$ cat src/rtl/controler_pkg.sv
// Shared encodings and default tuning values for the line-following direction controller.
package controler_pkg;

  typedef enum logic [2:0] {
    OPRIT   = 3'd0,
    INAINTE = 3'd1,
    STANGA  = 3'd2,
    DREAPTA = 3'd3,
    CAUTARE = 3'd4,
    PIERDUT = 3'd5
  } stare_t;

  typedef enum logic {
    LAT_STANGA  = 1'b0,
    LAT_DREAPTA = 1'b1
  } latura_t;

  localparam int DIV_TICK_DEF  = 50000;
  localparam int DEBOUNCE_DEF  = 4;
  localparam int RAMP_STEP_DEF = 25;
  localparam int V_MAX_DEF     = 900;
  localparam int V_TURN_DEF    = 400;
  localparam int V_SEARCH_DEF  = 300;
  localparam int T_LOST_DEF    = 500;

  // Sensor pattern [left,centre,right] to steering state; 101 keeps the caller's hold state.
  function automatic stare_t map_pattern(input logic [2:0] p, input stare_t hold);
    case (p)
      3'b010, 3'b111: return INAINTE;
      3'b100, 3'b110: return STANGA;
      3'b001, 3'b011: return DREAPTA;
      3'b000:         return CAUTARE;
      default:        return hold;
    endcase
  endfunction

endpackage

$ cat src/rtl/controler_directie_bin_la_bcd.sv
// Combinational 10-bit binary to 3-digit BCD converter (shift-add-3).
module bin_la_bcd (
  input  logic [9:0]  i_bin,
  output logic [11:0] o_bcd
);

  logic [21:0] w_sh;

  always_comb begin
    w_sh = {12'd0, i_bin};
    for (int i = 0; i < 10; i++) begin
      if (w_sh[13:10] >= 4'd5) w_sh[13:10] = w_sh[13:10] + 4'd3;
      if (w_sh[17:14] >= 4'd5) w_sh[17:14] = w_sh[17:14] + 4'd3;
      if (w_sh[21:18] >= 4'd5) w_sh[21:18] = w_sh[21:18] + 4'd3;
      w_sh = w_sh << 1;
    end
  end

  assign o_bcd = w_sh[21:10];

endmodule

$ cat src/rtl/controler_directie.sv
// Line-following direction controller: tick divider, sensor sync/debounce,
// steering FSM, slew-limited duty ramps and BCD duty outputs for the PWM generator.
module controler_directie
  import controler_pkg::*;
#(
  parameter int DIV_TICK  = DIV_TICK_DEF,
  parameter int DEBOUNCE  = DEBOUNCE_DEF,
  parameter int RAMP_STEP = RAMP_STEP_DEF,
  parameter int V_MAX     = V_MAX_DEF,
  parameter int V_TURN    = V_TURN_DEF,
  parameter int V_SEARCH  = V_SEARCH_DEF,
  parameter int T_LOST    = T_LOST_DEF
) (
  input  logic        clock,
  input  logic        reset,
  input  logic        start,
  input  logic [2:0]  senzori,
  output logic [11:0] factor_PWM_A,
  output logic [11:0] factor_PWM_B,
  output logic        activ,
  output logic [2:0]  stare
);

  localparam int TW = (DIV_TICK > 1) ? $clog2(DIV_TICK) : 1;
  localparam int DW = (DEBOUNCE > 1) ? $clog2(DEBOUNCE) : 1;
  localparam int LW = (T_LOST > 1)   ? $clog2(T_LOST)   : 1;

  logic [TW-1:0] r_tick_cnt;
  logic          w_tick;

  logic [2:0]    r_sync1, r_sync2, r_esant, r_filtrat;
  logic [DW-1:0] r_stabil;

  stare_t        r_stare;
  stare_t        w_map;
  latura_t       r_latura;
  logic [LW-1:0] r_lost;

  logic [9:0]    r_cur_a, r_cur_b;
  logic [9:0]    w_tinta_a, w_tinta_b;
  logic [11:0]   w_bcd_a, w_bcd_b;
  logic [11:0]   r_pwm_a, r_pwm_b;
  logic          r_activ;
  logic          w_ruleaza;

  function automatic logic [9:0] rampa(input logic [9:0] cur, input logic [9:0] tinta);
    logic [10:0] sus, prag;
    sus  = {1'b0, cur}   + 11'(RAMP_STEP);
    prag = {1'b0, tinta} + 11'(RAMP_STEP);
    if (cur < tinta)      return (sus > {1'b0, tinta}) ? tinta : sus[9:0];
    else if (cur > tinta) return ({1'b0, cur} < prag) ? tinta : cur - 10'(RAMP_STEP);
    else                  return cur;
  endfunction

  assign w_tick = (r_tick_cnt == TW'(DIV_TICK - 1));

  always_ff @(posedge clock or posedge reset) begin
    if (reset)       r_tick_cnt <= '0;
    else if (w_tick) r_tick_cnt <= '0;
    else             r_tick_cnt <= r_tick_cnt + TW'(1);
  end

  // A pattern is accepted once it has matched the stored sample on DEBOUNCE consecutive ticks.
  always_ff @(posedge clock or posedge reset) begin
    if (reset) begin
      r_sync1   <= '0;
      r_sync2   <= '0;
      r_esant   <= '0;
      r_stabil  <= '0;
      r_filtrat <= '0;
    end else begin
      r_sync1 <= senzori;
      r_sync2 <= r_sync1;
      if (w_tick) begin
        if (r_sync2 == r_esant) begin
          if (r_stabil != DW'(DEBOUNCE - 1)) r_stabil <= r_stabil + DW'(1);
        end else begin
          r_stabil <= '0;
          r_esant  <= r_sync2;
        end
      end
      if (r_stabil == DW'(DEBOUNCE - 1)) r_filtrat <= r_esant;
    end
  end

  assign w_map = map_pattern(r_filtrat, (r_stare == OPRIT) ? INAINTE : r_stare);

  always_ff @(posedge clock or posedge reset) begin
    if (reset) begin
      r_stare  <= OPRIT;
      r_latura <= LAT_STANGA;
      r_lost   <= '0;
    end else if (w_tick) begin
      if (!start) begin
        r_stare <= OPRIT;
        r_lost  <= '0;
      end else if (r_stare != PIERDUT) begin
        if (r_stare == CAUTARE && w_map == CAUTARE) begin
          if (r_lost == LW'(T_LOST - 1)) begin
            r_stare <= PIERDUT;
            r_lost  <= '0;
          end else begin
            r_lost <= r_lost + LW'(1);
          end
        end else begin
          r_stare <= w_map;
          r_lost  <= '0;
        end
        if (w_map == STANGA)       r_latura <= LAT_STANGA;
        else if (w_map == DREAPTA) r_latura <= LAT_DREAPTA;
      end
    end
  end

  always_comb begin
    w_tinta_a = '0;
    w_tinta_b = '0;
    case (r_stare)
      INAINTE: begin w_tinta_a = 10'(V_MAX);  w_tinta_b = 10'(V_MAX);  end
      STANGA:  begin w_tinta_a = 10'(V_TURN); w_tinta_b = 10'(V_MAX);  end
      DREAPTA: begin w_tinta_a = 10'(V_MAX);  w_tinta_b = 10'(V_TURN); end
      CAUTARE: begin
        if (r_latura == LAT_STANGA) w_tinta_b = 10'(V_SEARCH);
        else                        w_tinta_a = 10'(V_SEARCH);
      end
      default: ;
    endcase
  end

  // Ramp follows the registered state, so it lags a state change by one tick.
  always_ff @(posedge clock or posedge reset) begin
    if (reset) begin
      r_cur_a <= '0;
      r_cur_b <= '0;
    end else if (w_tick) begin
      r_cur_a <= rampa(r_cur_a, w_tinta_a);
      r_cur_b <= rampa(r_cur_b, w_tinta_b);
    end
  end

  bin_la_bcd u_bcd_a (.i_bin(r_cur_a), .o_bcd(w_bcd_a));
  bin_la_bcd u_bcd_b (.i_bin(r_cur_b), .o_bcd(w_bcd_b));

  assign w_ruleaza = (r_stare == INAINTE) || (r_stare == STANGA) ||
                     (r_stare == DREAPTA) || (r_stare == CAUTARE);

  // Enable stays up in OPRIT/PIERDUT until both channels have coasted to zero.
  always_ff @(posedge clock or posedge reset) begin
    if (reset) begin
      r_pwm_a <= '0;
      r_pwm_b <= '0;
      r_activ <= 1'b0;
    end else begin
      r_pwm_a <= w_bcd_a;
      r_pwm_b <= w_bcd_b;
      r_activ <= w_ruleaza || (r_cur_a != '0) || (r_cur_b != '0);
    end
  end

  assign factor_PWM_A = r_pwm_a;
  assign factor_PWM_B = r_pwm_b;
  assign activ        = r_activ;
  assign stare        = r_stare;

endmodule
$ cat config.mk
export PLATFORM = sky130hd
export DESIGN_NAME = controler_directie
export DESIGN_NICKNAME = d
export VERILOG_FILES = /design/src/rtl/controler_pkg.sv /design/src/rtl/controler_directie_bin_la_bcd.sv /design/src/rtl/controler_directie.sv
export SDC_FILE = /design/constraint.sdc
export NUM_CORES = 1
export LEC_CHECK = 0
export CAP_MARGIN = 25
export CORE_MARGIN = 3
export CORE_UTILIZATION = 54
export CTS_BUF_LIST = sky130_fd_sc_hd__clkbuf_4 sky130_fd_sc_hd__clkbuf_8
export CTS_CLUSTER_SIZE = 40
export DETAILED_ROUTE_END_ITERATION = 8
export GPL_ROUTABILITY_DRIVEN = 0
export HOLD_SLACK_MARGIN = 0.02
export PLACE_DENSITY = 0.83
export SYNTH_ARGS = -nofsm -noshare
export SYNTH_HDL_FRONTEND = slang
export SYNTH_SLANG_ARGS = --single-unit
$ cat constraint.sdc
create_clock -name clock -period 9.11 [get_ports clock]
set_input_delay 2.733 -clock clock [delete_from_list [all_inputs] [get_ports clock]]
set_output_delay 2.733 -clock clock [all_outputs]
set_load 0.02 [all_outputs]
==> results.md, run 1 <==
* Setup crit end: factor_PWM_B[8]
* Num rows at between 40 and 50
* Clock skew at between 0.01 and 0.015 ns
* Switching power as a share of total power at a little over a quarter
* Static leakage at between 4 and 5 nW
* First-pass detailed-route iteration total at 6
* Synth unique cells at 85
* Internal at slightly above 0.5 mW
* Pins Over Slew Limit at 0
* Post-synth EDFFs at 0
* Post-route cell area at 9320 um2
* Ys async rst share at 100%
* Peak VDD IR at 0.0000571 V
* I/O pins at 34
* Setup_tns at 0 ns
* Final worst path period need at roughly 7.4 ns
* Mapped Nets at 1167
* CTS tree: done
* R2R Setup Slk at 1.74 ns
* Worst hold stages at 0
* Largest net degree at the start of global routing at between 40 and 50
* Sequential area share after synthesis at 25.3%
* Type of the worst setup path: reg -> reg
* PwrDens at roughly 75 nW/um2
* Filler cells at approximately 1400
* Antenna-violating nets left at 0
* DR vias/cell at 6.32
* Area share of the largest cell type after synthesis at around a quarter
* End of the worst register-to-register path: factor_PWM_B[8]
* Req. time, crit path at 9.38 ns
* CTS Buffer Depth at 2
* Share of layout cells above drive strength 1 at approximately 6.4%
* F_max at around 140 MHz
* Clk pwr share at 38.8%
* Placement Setup Slack at 1.82 ns
* H-tree depth at 3
* Area grow syn2layout at 6.89%
* Main area contributors after synthesis: dfrtp_1 25%, ha_1 11%, nand2_1 4.3%, xnor2_1 4.1%, nor2_1 4.0%
* Max-Cap Viols at 0
* Yosys warnings at 0
* PortBufs at 33
* CTS Hold Bufs at 0
* # DRC at 0
* Core area at 15500 um2
* Number of DRC markers in iteration 0 at 712
* Comb pwr share at under 10%
* Fin crit share at 80.9%
* # nets final at 1160
* Arr. time, crit path at between 7 and 8 ns
* Final hold vios at 0
* Vias in the first global route at between 7000 and 8000
* RSZ-0062 raised after global routing: no
* Placed inst area at 9130 um2
* Clk sinks at 88
* Initial antenna violation count at 0
* Worst-path clk slew at roughly 0.1 ns
* Number of antenna diodes at 0
* Total track usage at 22.7%
* Mapped cell area at 8720 um2
* Crit path from: r_cur_b[8]
* Final setup viols at 0
* FF+latch count, synth at between 80 and 90
* RR Startpoint: r_cur_b[8]
* Crit Path Max Fanout at 15
* Synthesized area per cell at around 8 um2
* Critical path capture point type: flop
* Die width at 133 um
* DPL Wire Length at 14.3 mm
* Die height at 133 um
* Die ar. at 17700 um2
* CP startpoint kind: flop
* Routed wire per std cell at approximately 16 um
* Status: finished clean
* Gate Count Post-Synth at about 1100
* Worst Hold Class: reg -> reg
* Final Worst Setup Slack at 1.74 ns
* FF+latch area at around 2200 um2
* Post-cts repair resize count at 0
* Slew headroom at roughly 28%
* P_sw at 0.183 mW
* First-pass GRT wire length at 34.7 mm
* Total grt overflow at 0
* Area leader, netlist: dfrtp_1
* Ys flop type: dfrtp_1
* Reg2reg path depth at 27
* Clock latency on the worst-skew pair at around 0.38 ns
* Vias at 8163
* Starting Density at 56.3%
* CTS Root Cell: clkbuf_8
* Least-Margin Pin Slew at between 1 and 1.5 ns
* CTS Buf Count at 9
* DRT Wirelength at 20.0 mm
* Sequential share of power at between 50% and 60%
* Postcts setup bufs at 0
* Area of the multi-input gates at 6090 um2
-- power by group through the flow --
stage	registers (mW)	logic [mW]	clock network, mW
after floorplan	0.401	0.0225	0
after global placement	0.401	0.0328	0
after detailed placement	0.401	0.0335	0
after CTS	0.394	0.0336	0.280
after global routing	0.394	0.0378	0.292
final	0.393	0.0337	0.270
-- routing by layer --
layer,wire length [um],share of wire (%),track usage [%],vias up
met1,9190,46,31.7,3860
met5,0,0,0,-
met3,1150,5.7,3.16,41
met4,354,1.8,6.29,0
met2,9330,47,37.0,285
li1,-,-,-,3977
-- placed cells by master, fill, tap and decap left out, types with 6 or more instances in the layout --
cell type,instances
nand4_1,21
ha_1,79
a32oi_1,6
nor2b_1,17
and2_1,15
clkdlybuf4s50_1,33
o211ai_1,16
a21oi_1,57
o311ai_0,6
clkbuf_8,10
o21ai_0,68
nor2_1,92
mux2_2,14
nor4_1,7
o22ai_1,11
o21ai_1,6
a21o_1,15
mux2i_1,15
nand3_1,33
and3_1,8
o21a_1,22
inv_1,51
o31ai_1,17
dfrtp_1,88
xor2_1,19
a22oi_1,6
a31oi_1,16
xnor2_1,41
nand2_1,101
a211oi_1,13
nor3_1,24
or3_1,9
or2_2,8
nand2b_1,17
-- area by class of cell --
cell class	count	area share [%]
clock inverters	6	0.524
flip-flops and latches	88	23.6
clock buffers	10	1.48
repair buffers	36	3.79
well taps	211	2.83
multi-input cells	881	65.3
inverters	59	2.40
-- cell families (layout without fill, tap and decap cells) --
group | count (synthesis) | in the layout | share of synthesized area (%)
DFF | 88 | 88 | 25.3
and+or+nand+nor | 374 | 374 | 21.1
muxes | 31 | 31 | 3.95
buffers and inverters | 113 | 111 | 4.98
AOI/OAI and AO/OA | 336 | 336 | 27.1
xor gates and xnor gates | 61 | 61 | 6.21
adders and majority gates | 79 | 79 | 11.3
-- how the worst min path moves through the flow --
stage                     from    endpoint  slack (ns)
finish              r_sync1[2]  r_sync2[2]        0.35
global route        r_sync1[2]  r_sync2[2]        0.38
CTS                 r_sync1[2]  r_sync2[2]        0.36
detailed placement  r_sync1[2]  r_sync2[2]        0.34
global placement    r_sync1[0]  r_sync2[0]        0.33
floorplan           r_sync1[0]  r_sync2[0]        0.33
-- synth_stat cells, types with 9 or more instances --
master,n
o21ai_0,68
nand3_1,33
a21oi_1,57
inv_1,52
a211oi_1,13
o211ai_1,16
a21o_1,15
mux2i_1,15
o21a_1,22
and2_1,15
o31ai_1,17
o22ai_1,11
xnor2_1,41
nand4_1,21
xor2_1,19
mux2_2,14
or3_1,9
nor3_1,24
ha_1,79
a31oi_1,16
clkbuf_1,41
nor2_1,92
dfrtp_1,88
nor2b_1,17
nand2_1,101
nand2b_1,17
-- worst max-delay path, cell delays in order, from the launching register on --
cell      delay [ns]
dfrtp_1         0.65
inv_1           0.16
ha_1            0.29
o21ai_0         0.33
xnor2_1         0.26
ha_1            0.29
nand2b_1        0.10
a32oi_2         0.32
xnor2_1         0.15
inv_1           0.16
ha_1            0.26
nor2b_1         0.46
nor2_1          0.08
mux2i_1         0.38
nand2_1         0.13
ha_1            0.26
a21oi_1         0.34
xnor2_1         0.23
ha_1            0.24
nor3_1          0.06
mux2_2          0.28
o32ai_2         0.56
inv_1           0.19
ha_1            0.25
o21bai_1        0.16
a211oi_1        0.42
a311oi_1        0.11
xnor2_1         0.15
-- sequential cells by signal (all words and copies together), names as in the netlist, 2 cells and up --
signal,flops
r_lost,9
r_stabil,2
r_sync2,3
factor_PWM_B,12
r_esant,3
r_tick_cnt,16
stare,3
r_filtrat,3
r_sync1,3
r_cur_a,10
r_cur_b,10
factor_PWM_A,12
-- stage by stage --
step                      hold slack [ns]  total power [mW]  util, %  instances
after floorplan                     0.331             0.424        -       1082
after global placement              0.335             0.434     59.0       1275
after detailed placement            0.336             0.435     59.0       1275
after CTS                           0.357             0.707     60.2       1291
after global routing                0.376             0.723     60.2       1291
final                               0.354             0.698     60.2       1291
No activity file was read; power rests on OpenSTA's default activity.
==> run 2, diff against run 1 <==
==> constraint.sdc (replaced) <==
create_clock -name clock -period 6.91 [get_ports clock]
set_input_delay 2.073 -clock clock [delete_from_list [all_inputs] [get_ports clock]]
set_output_delay 2.073 -clock clock [all_outputs]
set_load 0.02 [all_outputs]
==> run 2 against run 1 <==
- clock power is 42% higher
- core utilization up 1.2 points
- via count shrank 0.13%
- design area rose by 2.0%
- register-to-register slack lost 1.1 ns
- worst setup slack got worse by 1.1 ns
- clock skew up 0.0064 ns
- first-iteration DRC count is 11% lower
- combinational power grew 30%
- maximum frequency up 17%
- sequential share of layout area is 0.45 points lower
- non-clock buffer count is 16 higher
- largest power group unchanged
==> results.md, run 2 (same netlist as run 1, synthesis figures left out) <==
* Status: finished clean
* R2R Setup Slk at 0.59 ns (-1.14 ns)
* Sequential share of power at 54.8% (-1.6 points)
* CTS Buffer Depth at 2 (unchanged)
* Starting Density at 56.3% (unchanged)
* Biggest register: r_tick_cnt
* DRT Wirelength at 20.1 mm (+0.45%)
* Cell Count, Final, Fillers Out at 1306 (+1.2%)
* Final setup viols at 0 (unchanged)
* Share of layout cells above drive strength 1 at 8.31% (+1.9 points)
* Clock latency on the worst-skew pair at 0.40 ns (+0.02 ns)
* Final hold vios at 0 (unchanged)
* Static leakage at 4.25 nW (+2.2%)
* Peak VDD IR at 0.0000764 V (+34%)
* Slew headroom at 38.5% (+10 points)
* Setup_tns at 0 ns (unchanged)
* Comb pwr share at 4.6% (-0.2 points)
* Filler cells at 1321 (-2.1%)
* CTS Hold Bufs at 0 (unchanged)
* I/O pins at 34 (unchanged)
* CP startpoint kind: flop
* First-pass detailed-route iteration total at 5 (-1)
* Number of antenna diodes at 0 (unchanged)
* Die height at 133 um (unchanged)
* # nets final at 1176 (+1.4%)
* # DRC at 0 (unchanged)
* Area of the multi-input gates at 6130 um2 (+0.74%)
* Largest net degree at the start of global routing at 48 (+4.3%)
* Final worst path period need at 6.32 ns (-1.06 ns)
* Post-Place Cells at 1286 (+0.86%)
* Max FFs per register at 16 (unchanged)
* FF+latch area at 2200 um2 (unchanged)
* PortBufs at 33 (unchanged)
* Type of the worst setup path: reg -> reg
* F_max at 158 MHz (+17%)
* Worst Hold Class: reg -> reg
* Routed wire per std cell at 15.4 um (-0.70%)
* DR vias/cell at 6.24 (-1.3%)
* Max-Cap Viols at 0 (unchanged)
* First-pass GRT wire length at 34.8 mm (+0.12%)
* Internal at 0.718 mW (+40%)
* Clk sinks at 88 (unchanged)
* DPL Wire Length at 14.4 mm (+0.54%)
* H-tree depth at 3 (unchanged)
* Core area at 15500 um2 (unchanged)
* Largest stage delay, worst path at 0.39 ns (-0.26 ns)
* Clock skew at 0.0208 ns (+0.00641 ns)
* Hold_ws at 0.358 ns (+0.00348 ns)
* Clk pwr share at 40.5% (+1.7 points)
* Worst-path clk slew at 0.08 ns (-0.02 ns)
* Pins Over Slew Limit at 0 (unchanged)
* Vias at 8152 (-0.13%)
* PwrDens at 99.5 nW/um2 (+33%)
* Number of DRC markers in iteration 0 at 636 (-11%)
* Total grt overflow at 0 (unchanged)
* Critical path capture point type: flop
* Most common cell on crit path: ha_1
* Least-Margin Pin Slew at 0.922 ns (-0.149 ns)
* Req. time, crit path at 7.17 ns (-2.21 ns)
* Num rows at 45 (unchanged)
* Die width at 133 um (unchanged)
* Fin util at 61.4% (+1.2 points)
* CTS Buf Count at 9 (unchanged)
* CTS tree: done
* Die ar. at 17700 um2 (unchanged)
* Initial antenna violation count at 0 (unchanged)
* Antenna-violating nets left at 0 (unchanged)
* CTS Root Cell: clkbuf_8
* Area grow syn2layout at 8.98%
* Most common cell after layout, fill and taps aside: nand2_1
* Most frequent cells in the layout: 101 x nand2_1, 92 x nor2_1, 88 x dfrtp_1
* Vias in the first global route at 7621 (+1.5%)
* Crit Path Max Fanout at 8 (-7)
* Buf+Inv Stages, Crit Path at 4 (+1)
* Critical path's top delay family: compound AO/OA/AOI/OAI gates
* Arr. time, crit path at 6.58 ns (-1.06 ns)
* Total track usage at 22.8% (+0.056 points)
* Slowest-stage cell, CP: dfrtp_1
* Switching power as a share of total power at 24.1% (-2.2 points)
* Fin crit share at 91.4% (+10 points)
* P_sw at 0.228 mW (+24%)
==> run 2: per-layer routing <==
metal | vias to the layer above | part of all wire, % | global-route usage [%]
li1 | 3998 | - | -
met4 | 0 | 1.3 | 6.29
met3 | 31 | 5.5 | 4.07
met1 | 3871 | 46 | 31.0
met5 | - | 0 | 0
met2 | 252 | 47 | 37.4
==> run 2: worst register-to-register path: cells and delay by family, from the launching register on <==
family,cells,cell delay [ns]
adders and majority gates,7,1.73
DFF,1,0.39
AOI/OAI and AO/OA,11,1.88
and+or+nand+nor,8,1.02
xor gates and xnor gates,3,0.84
buffers and inverters,4,0.33
==> run 2: cell type report <==
| type | count | share of cell area, % |
|---|---|---|
| sequential | 88 | 23.2 |
| multi-input combinational | 881 | 64.6 |
| timing repair buffer | 52 | 4.98 |
| tap | 211 | 2.78 |
| clock inverter | 4 | 0.553 |
| clock buffer | 11 | 1.59 |
| inverter | 59 | 2.36 |
==> run 2: power groups by stage <==
stage	clock, mW	combinational, mW	sequential (mW)
2_1_floorplan	0	0.0297	0.529
3_3_place_gp	0	0.0429	0.529
3_5_place_dp	0	0.0440	0.529
4_1_cts	0.394	0.0442	0.519
5_1_grt	0.412	0.0498	0.519
6_report	0.383	0.0437	0.519
==> run 2: metrics by stage <==
stage / instance area, um2 / worst slack [ns] / total power [mW]
floorplan: 8720 / 0.562 / 0.559
global placement: 9220 / 0.502 / 0.572
detailed placement: 9220 / 0.203 / 0.573
CTS: 9420 / 0.179 / 0.957
global route: 9500 / -0.0397 / 0.981
finish: 9500 / 0.594 / 0.946
==> run 2: worst paths after layout <==
check,depth (start not counted),to,start
hold reg to reg,0,r_sync2[2],r_sync1[2]
max in group asynchronous,3,factor_PWM_A[1],reset
setup / recovery,33,factor_PWM_A[10],r_cur_a[8]
hold / removal,0,r_sync2[2],r_sync1[2]
setup reg to reg,33,factor_PWM_A[10],r_cur_a[8]
min in group asynchronous,2,r_tick_cnt[10],reset
==> run 2: what timing repair did <==
action,CTS,global route
setup buffers,0,5
resized for setup,0,9
setup endpoints to repair,0,14
==> run 3, diff against run 2 <==
--- a/config.mk
+++ b/config.mk
@@ -14,6 +14,7 @@
 export GPL_ROUTABILITY_DRIVEN = 0
 export HOLD_SLACK_MARGIN = 0.02
 export PLACE_DENSITY = 0.83
+export SKIP_CTS_REPAIR_TIMING = 1
 export SYNTH_ARGS = -nofsm -noshare
 export SYNTH_HDL_FRONTEND = slang
 export SYNTH_SLANG_ARGS = --single-unit
==> results of run 3 <==
Final layout, timing and power as in run 2 (identical DEF).
